--- src/rtl/group_acc_mac.sv ---
// ---------------------------------------------------------------------------
// group_acc_mac
//
// GROUP_NB parallel signed multiply-accumulate lanes that share one
// valid/ready beat stream. Each lane multiplies its image operand by its
// kernel operand at full precision and adds the product into a per-lane
// accumulator. A beat flagged with `last` closes the running sum: the lane
// sums move to `result` and the accumulators restart from zero on the same
// edge, so the next beat opens a new sum without a bubble.
//
// Pipeline (all on the rising edge of clk):
//   S1  operands, last and valid registered            (*_p0)
//   S2  full-precision signed product registered       (*_p1)
//   S3  sign-extended product added into accumulator   (acc_p2, result)
//
// The pipeline stalls only when a closing beat waits in S2 while the
// previous result is still unclaimed (res_val && !res_rdy); in that case
// no register changes and rdy is driven low.
//
// Build option:
//   GROUP_ACC_MAC_SATURATE_EN  when defined, each accumulator add clamps to
//                              the signed ACC_WIDTH range and a sticky
//                              per-lane flag records any clamp; the flags
//                              are presented on res_ovf with the result.
//                              When undefined, sums wrap modulo
//                              2^ACC_WIDTH and res_ovf is constant 0.
//
// Parameters:
//   GROUP_NB   number of lanes
//   IMG_WIDTH  signed image operand width per lane
//   KER_WIDTH  signed kernel operand width per lane
//   ACC_WIDTH  signed accumulator width, at least IMG_WIDTH+KER_WIDTH+1
//
// Ports:
//   clk      clock
//   rst_n    synchronous active-low reset
//   ma       packed image operands, lane i at [i*IMG_WIDTH +: IMG_WIDTH]
//   mb       packed kernel operands, lane i at [i*KER_WIDTH +: KER_WIDTH]
//   val      beat valid
//   last     final beat of an accumulation (qualified by val)
//   rdy      beat accepted when val && rdy
//   result   packed lane sums, lane i at [i*ACC_WIDTH +: ACC_WIDTH]
//   res_val  result valid
//   res_rdy  downstream takes the result when res_val && res_rdy
//   res_ovf  per-lane saturation flags belonging to result
// ---------------------------------------------------------------------------
module group_acc_mac #(
    parameter int GROUP_NB  = 4,
    parameter int IMG_WIDTH = 16,
    parameter int KER_WIDTH = 8,
    parameter int ACC_WIDTH = 32
) (
    input  logic                          clk,
    input  logic                          rst_n,
    input  logic [GROUP_NB*IMG_WIDTH-1:0] ma,
    input  logic [GROUP_NB*KER_WIDTH-1:0] mb,
    input  logic                          val,
    input  logic                          last,
    output logic                          rdy,
    output logic [GROUP_NB*ACC_WIDTH-1:0] result,
    output logic                          res_val,
    input  logic                          res_rdy,
    output logic [GROUP_NB-1:0]           res_ovf
);

    localparam int PROD_W = IMG_WIDTH + KER_WIDTH;

    // Full-precision signed product. Both operands are sign-extended to the
    // product width first, so the low PROD_W bits of the multiply are exact.
    function automatic logic signed [PROD_W-1:0] mul_fn(
        input logic [IMG_WIDTH-1:0] a,
        input logic [KER_WIDTH-1:0] b
    );
        logic signed [PROD_W-1:0] ax;
        logic signed [PROD_W-1:0] bx;
        ax = {{KER_WIDTH{a[IMG_WIDTH-1]}}, a};
        bx = {{IMG_WIDTH{b[KER_WIDTH-1]}}, b};
        return ax * bx;
    endfunction

`ifdef GROUP_ACC_MAC_SATURATE_EN
    // One guard bit above the accumulator width exposes signed overflow.
    function automatic logic signed [ACC_WIDTH:0] wide_add_fn(
        input logic [ACC_WIDTH-1:0] acc,
        input logic [PROD_W-1:0]    p
    );
        logic signed [ACC_WIDTH:0] ax;
        logic signed [ACC_WIDTH:0] px;
        ax = {acc[ACC_WIDTH-1], acc};
        px = {{(ACC_WIDTH+1-PROD_W){p[PROD_W-1]}}, p};
        return ax + px;
    endfunction

    // Guard bit and top bit disagree exactly when the sum left the range.
    function automatic logic clamp_fn(input logic [ACC_WIDTH:0] s);
        return s[ACC_WIDTH] ^ s[ACC_WIDTH-1];
    endfunction

    function automatic logic signed [ACC_WIDTH-1:0] sat_fn(
        input logic [ACC_WIDTH:0] s
    );
        if (clamp_fn(s)) begin
            if (s[ACC_WIDTH]) begin
                return {1'b1, {(ACC_WIDTH-1){1'b0}}};
            end
            return {1'b0, {(ACC_WIDTH-1){1'b1}}};
        end
        return s[ACC_WIDTH-1:0];
    endfunction
`else
    // Plain two's-complement add; the carry out is dropped (wraps).
    function automatic logic signed [ACC_WIDTH-1:0] wrap_add_fn(
        input logic [ACC_WIDTH-1:0] acc,
        input logic [PROD_W-1:0]    p
    );
        logic signed [ACC_WIDTH-1:0] px;
        px = {{(ACC_WIDTH-PROD_W){p[PROD_W-1]}}, p};
        return acc + px;
    endfunction
`endif

    logic                          stall;
    logic                          accept;

    logic                          vld_p0;
    logic                          last_p0;
    logic [GROUP_NB*IMG_WIDTH-1:0] ma_p0;
    logic [GROUP_NB*KER_WIDTH-1:0] mb_p0;

    logic                          vld_p1;
    logic                          last_p1;
    logic [GROUP_NB*PROD_W-1:0]    prod_p1;

    logic [GROUP_NB*ACC_WIDTH-1:0] acc_p2;

    logic [GROUP_NB*PROD_W-1:0]    prod_nx;
    logic [GROUP_NB*ACC_WIDTH-1:0] acc_nx;
    logic                          close_p1;

    // A closing beat in S2 can only move once the current result is gone.
    always_comb begin
        close_p1 = vld_p1 && last_p1;
        stall    = res_val && !res_rdy && close_p1;
        rdy      = !stall;
        accept   = val && rdy;
    end

`ifdef GROUP_ACC_MAC_SATURATE_EN
    logic [GROUP_NB-1:0] clamp_nx;
    logic [GROUP_NB-1:0] ovf_p2;
`endif

    for (genvar gi = 0; gi < GROUP_NB; gi++) begin : g_lane
        assign prod_nx[gi*PROD_W +: PROD_W] =
            mul_fn(ma_p0[gi*IMG_WIDTH +: IMG_WIDTH], mb_p0[gi*KER_WIDTH +: KER_WIDTH]);
`ifdef GROUP_ACC_MAC_SATURATE_EN
        logic signed [ACC_WIDTH:0] sum_w;
        assign sum_w = wide_add_fn(acc_p2[gi*ACC_WIDTH +: ACC_WIDTH],
                                   prod_p1[gi*PROD_W +: PROD_W]);
        assign acc_nx[gi*ACC_WIDTH +: ACC_WIDTH] = sat_fn(sum_w);
        assign clamp_nx[gi] = clamp_fn(sum_w);
`else
        assign acc_nx[gi*ACC_WIDTH +: ACC_WIDTH] =
            wrap_add_fn(acc_p2[gi*ACC_WIDTH +: ACC_WIDTH], prod_p1[gi*PROD_W +: PROD_W]);
`endif
    end

    // ---- S1: operand capture ------------------------------------------------
    always_ff @(posedge clk) begin
        if (!stall && accept) begin
            ma_p0 <= ma;
            mb_p0 <= mb;
        end
    end

    // ---- S2: product register -----------------------------------------------
    always_ff @(posedge clk) begin
        if (!stall && vld_p0) begin
            prod_p1 <= prod_nx;
        end
    end

    // ---- control for all stages and S3: accumulate / close ------------------
    always_ff @(posedge clk) begin
        if (!rst_n) begin
            vld_p0  <= 1'b0;
            last_p0 <= 1'b0;
            vld_p1  <= 1'b0;
            last_p1 <= 1'b0;
            acc_p2  <= '0;
            result  <= '0;
            res_val <= 1'b0;
        end else if (!stall) begin
            vld_p0  <= accept;
            last_p0 <= accept && last;
            vld_p1  <= vld_p0;
            last_p1 <= vld_p0 && last_p0;
            if (close_p1) begin
                // Closing beat: hand the sum over and restart at zero.
                result  <= acc_nx;
                acc_p2  <= '0;
                res_val <= 1'b1;
            end else begin
                if (vld_p1) begin
                    acc_p2 <= acc_nx;
                end
                if (res_rdy) begin
                    res_val <= 1'b0;
                end
            end
        end
    end

`ifdef GROUP_ACC_MAC_SATURATE_EN
    // Sticky clamp flags follow the accumulator lifetime exactly.
    always_ff @(posedge clk) begin
        if (!rst_n) begin
            ovf_p2  <= '0;
            res_ovf <= '0;
        end else if (!stall && vld_p1) begin
            if (last_p1) begin
                res_ovf <= ovf_p2 | clamp_nx;
                ovf_p2  <= '0;
            end else begin
                ovf_p2  <= ovf_p2 | clamp_nx;
            end
        end
    end
`else
    assign res_ovf = '0;
`endif

endmodule

--- config.mk ---
export PLATFORM = sky130hd
export DESIGN_NAME = group_acc_mac
export DESIGN_NICKNAME = d
export VERILOG_FILES = /design/src/rtl/group_acc_mac.sv
export SDC_FILE = /design/constraint.sdc
export NUM_CORES = 2
export LEC_CHECK = 0
export ABC_AREA = 1
export BUFFER_PORTS_ARGS = -buffer_cell sky130_fd_sc_hd__buf_2
export CAP_MARGIN = 20
export CORE_ASPECT_RATIO = 0.5
export CORE_MARGIN = 1.5
export CORE_UTILIZATION = 46
export CTS_CLUSTER_SIZE = 30
export DETAILED_ROUTE_END_ITERATION = 10
export GPL_TIMING_DRIVEN = 0
export SLEW_MARGIN = 25
export SYNTH_ARGS = -nofsm -noshare
export SYNTH_HDL_FRONTEND = slang
export SYNTH_SLANG_ARGS = --single-unit
--- constraint.sdc ---
create_clock -name clk -period 6.81 [get_ports clk]
set_clock_uncertainty 0.2 [all_clocks]
set_input_delay 0.681 -clock clk [delete_from_list [all_inputs] [get_ports clk]]
set_output_delay 0.681 -clock clk [all_outputs]
set_load 0.01 [all_outputs]
==> results.py <==
metrics = {
    "critical_path": {
        "reg2reg_from": "mb_p0[18]",
        "crit_family": "adder cells",
        "path_cells": "clkbuf_1 -> clkbuf_1 -> nand2_1 -> fa_1 -> inv_1 -> fa_1 -> fa_1 -> fa_1 -> ha_1 -> a21oi_1 -> o21ai_0 -> a21oi_1 -> nand4_1 -> xor2_1",
        "end_kind": "register",
        "path_class": "reg -> reg",
        "critical_path_required_ns": 6.96,
        "r2r.worst_path.cells": 14,
        "worst-path-buf-inv": 3,
        "crit_path_start_kind": "register",
        "crit_path_start": "mb_p0[18]",
        "path_depth": 14,
        "cp.arrival_ns": 6.32,
        "worst_path_most_repeated_cell": "fa_1",
        "crit_fanout": 10,
        "crit_slowest_cell": "fa_1",
        "critPathMaxStageDelay_ns": 0.69,
    },
    "clocking": {
        "htreeDepth": 2,
        "cts.repair.resized": 0,
        "cts_tree": "done",
        "cts_buffers": 47,
        "cts_buffer_depth": 3,
        "clockRootBuffer": "clkbuf_16",
        "clk_pin_slew_worst_paths_ns": 0.07,
        "clk_latency_ns": 0.65,
        "cts.sinks": 453,
        "cts_setup_buffers": 0,
    },
    "die": {
        "die_h_um": 222.7,
        "rows": 80,
        "start_util_pct": 46.52,
        "die_w_um": 442.5,
        "dieArea_um2": 98560,
        "boundaryPins": 235,
        "core_area_um2": 95490,
    },
    "synth": {
        "synth.most_common_cell": "nand2_1",
        "avgSynthCellArea_um2": 7.113,
        "yosysSeqAreaShare_pct": 24.74,
        "ys_seq_elements": 453,
        "ys_types": 44,
        "ys.warnings.count": 0,
        "syn_inst": 6245,
        "ys_top_cells_by_count": "nand2_1, inv_1, nor2_1",
        "synth_edf_count": 192,
        "synthTopCellsByArea": "fa_1, nand2_1, inv_1",
        "synth_top_area_share_pct": 18.75,
        "ys.flop_type": "dfxtp_1",
        "syn_area_um2": 44420,
        "ys_async_sr_fraction_pct": 0,
        "yosysTopAreaCell": "fa_1",
    },
    "cells_and_area": {
        "drive_gt1_share_pct": 6.480,
        "seq_area_um2": 10990,
        "multiInputGateArea_um2": 26740,
        "final_cell_count_no_fill": 7908,
        "final_nets": 7418,
        "fill_cells": 9458,
        "area_growth_pct": 11.62,
    },
    "sta": {
        "min_period_ns": 6.172,
        "worst_hold_slack_ns": 0.03256,
        "hold_violations": 0,
        "rsz0062_at_grt": "no",
        "slew_viol_final": 0,
        "post-route-period-util_pct": 90.64,
        "clock.fmax_ghz": 0.1620,
        "setup-violations-final": 0,
        "relSlewSlack_pct": 33.47,
        "worstMarginPinSlew_ns": 0.9979,
    },
    "placement": {
        "dp_cells": 7753,
        "globalplace.congestion": 0.9681,
        "dp_hpwl_um": 106600,
        "portBuffers": 229,
    },
    "flow_run": {
        "drv_cap": 0,
    },
    "route": {
        "dr.pass1.iters": 7,
        "ant_nets": 0,
        "drt_wl_total_um": 129600,
        "drt-initial-drc-count": 2929,
        "drc": 0,
        "vias": 38756,
        "via_per_inst": 4.901,
        "routedWlPerCell_um": 16.39,
    },
    "grt": {
        "antenna_found_initial": 2,
        "grt_max_degree": 72,
        "grt_pass1_vias": 38141,
        "gr-total-overflow": 0,
        "grt_usage_pct": 26.53,
        "grt_pass1_wl_um": 206100,
    },
    "worst_hold_path": {
        "hold_class": "in -> reg",
        "hold_start": "ma[3]",
        "worstHoldPathCells": 1,
    },
    "power_and_ir_drop": {
        "ir_drop_v": 0.0002801,
        "p_per_area_nw_per_um2": 345.6,
        "leakagePower_nw": 28.35,
    },
    "run_status": {
        "status": "complete, no violations",
    },
}
[sequential cells by signal, summed over array words and instances (netlist names)]
signal	count
acc_p2	128
prod_p1	96
res_val	1
vld_p0	1
result	128
mb_p0	32
ma_p0	64
last_p1	1
last_p0	1
vld_p1	1
[where the power goes]
group	switching (mW)	internal, mW
registers	0.243	3.56
clock network	1.24	1.50
logic	7.00	3.59
[metal layers]
metal	global-route usage [%]	up-vias	share of wire (%)
met5	0	-	0
met1	37.58	18385	47
met4	7.041	0	2.8
li1	-	19220	-
met3	4.012	173	6.4
met2	42.28	978	44
[cells by family after synthesis]
kind of cell	Yosys count	synth area share, %
AOI/OAI and AO/OA	477	5.797
xor gates and xnor gates	144	2.839
adders and majority gates	720	27.31
buffers and inverters	1762	15.10
DFF	453	24.74
other	1	0.008442
and+or+nand+nor	2688	24.21
[path summary, 6_finish.rpt]
| path | endpoint | slack (ns) |
|---|---|---|
| setup / recovery | prod_p1[71] | 0.64 |
| setup reg to reg | prod_p1[71] | 0.64 |
| hold / removal | ma_p0[3] | 0.03 |
| hold reg to reg | acc_p2[52] | 0.27 |
[timing repair]
action	in CTS	in global routing
endpoints found under the hold margin	66	0
setup endpoints to repair	0	0
hold buffers	66	0
[cell type report]
type / count / share of cell area, %
Tap cell: 1271 / 3.207
Clock inverter: 16 / 0.2952
Inverter: 1553 / 11.77
Buffer: 209 / 1.771
Multi-Input combinational cell: 4033 / 53.94
Antenna cell: 1 / 0.005047
Timing Repair Buffer: 300 / 3.891
Sequential cell: 453 / 22.17
Clock buffer: 72 / 2.958
[metrics by stage]
stage / worst slack [ns] / area, µm² / TNS, ns / utilization [%] / total power, mW
6_report: 0.6376 / 49580 / 0 / 51.92 / 17.14
5_1_grt: 0.3079 / 49580 / 0 / 51.92 / 18.68
3_5_place_dp: 0.7932 / 47310 / 0 / 49.54 / 14.22
2_1_floorplan: 1.174 / 44430 / 0 / - / 11.16
3_3_place_gp: -1.278 / 47170 / -120.01 / 49.40 / 14.11
4_1_cts: 0.7788 / 49580 / 0 / 51.92 / 17.09
[cells in the final DEF (no fill, tap or decap), types with 6 or more instances in the layout]
master and instances:
buf_4 10, nand2_1 1868, nor2_1 453, clkbuf_16 52, nand3_1 204, buf_1 11, inv_2 6, inv_1 1546
o21bai_1 13, clkbuf_8 9, nand3_2 6, xnor2_1 52, clkbuf_1 159, dlygate4sd3_1 66, nor3_1 33, a21oi_1 276
nand3b_1 10, edfxtp_1 192, a31oi_1 6, nand4_1 42, and2_1 13, a21o_1 28, dfxtp_1 261, nand2_2 16
nor2_2 24, fa_1 416, xor2_1 92, o21ai_0 108, buf_2 264, o211ai_1 14, o21ai_1 16, ha_1 304
or2_2 13
No activity file was read; power rests on OpenSTA's default activity.
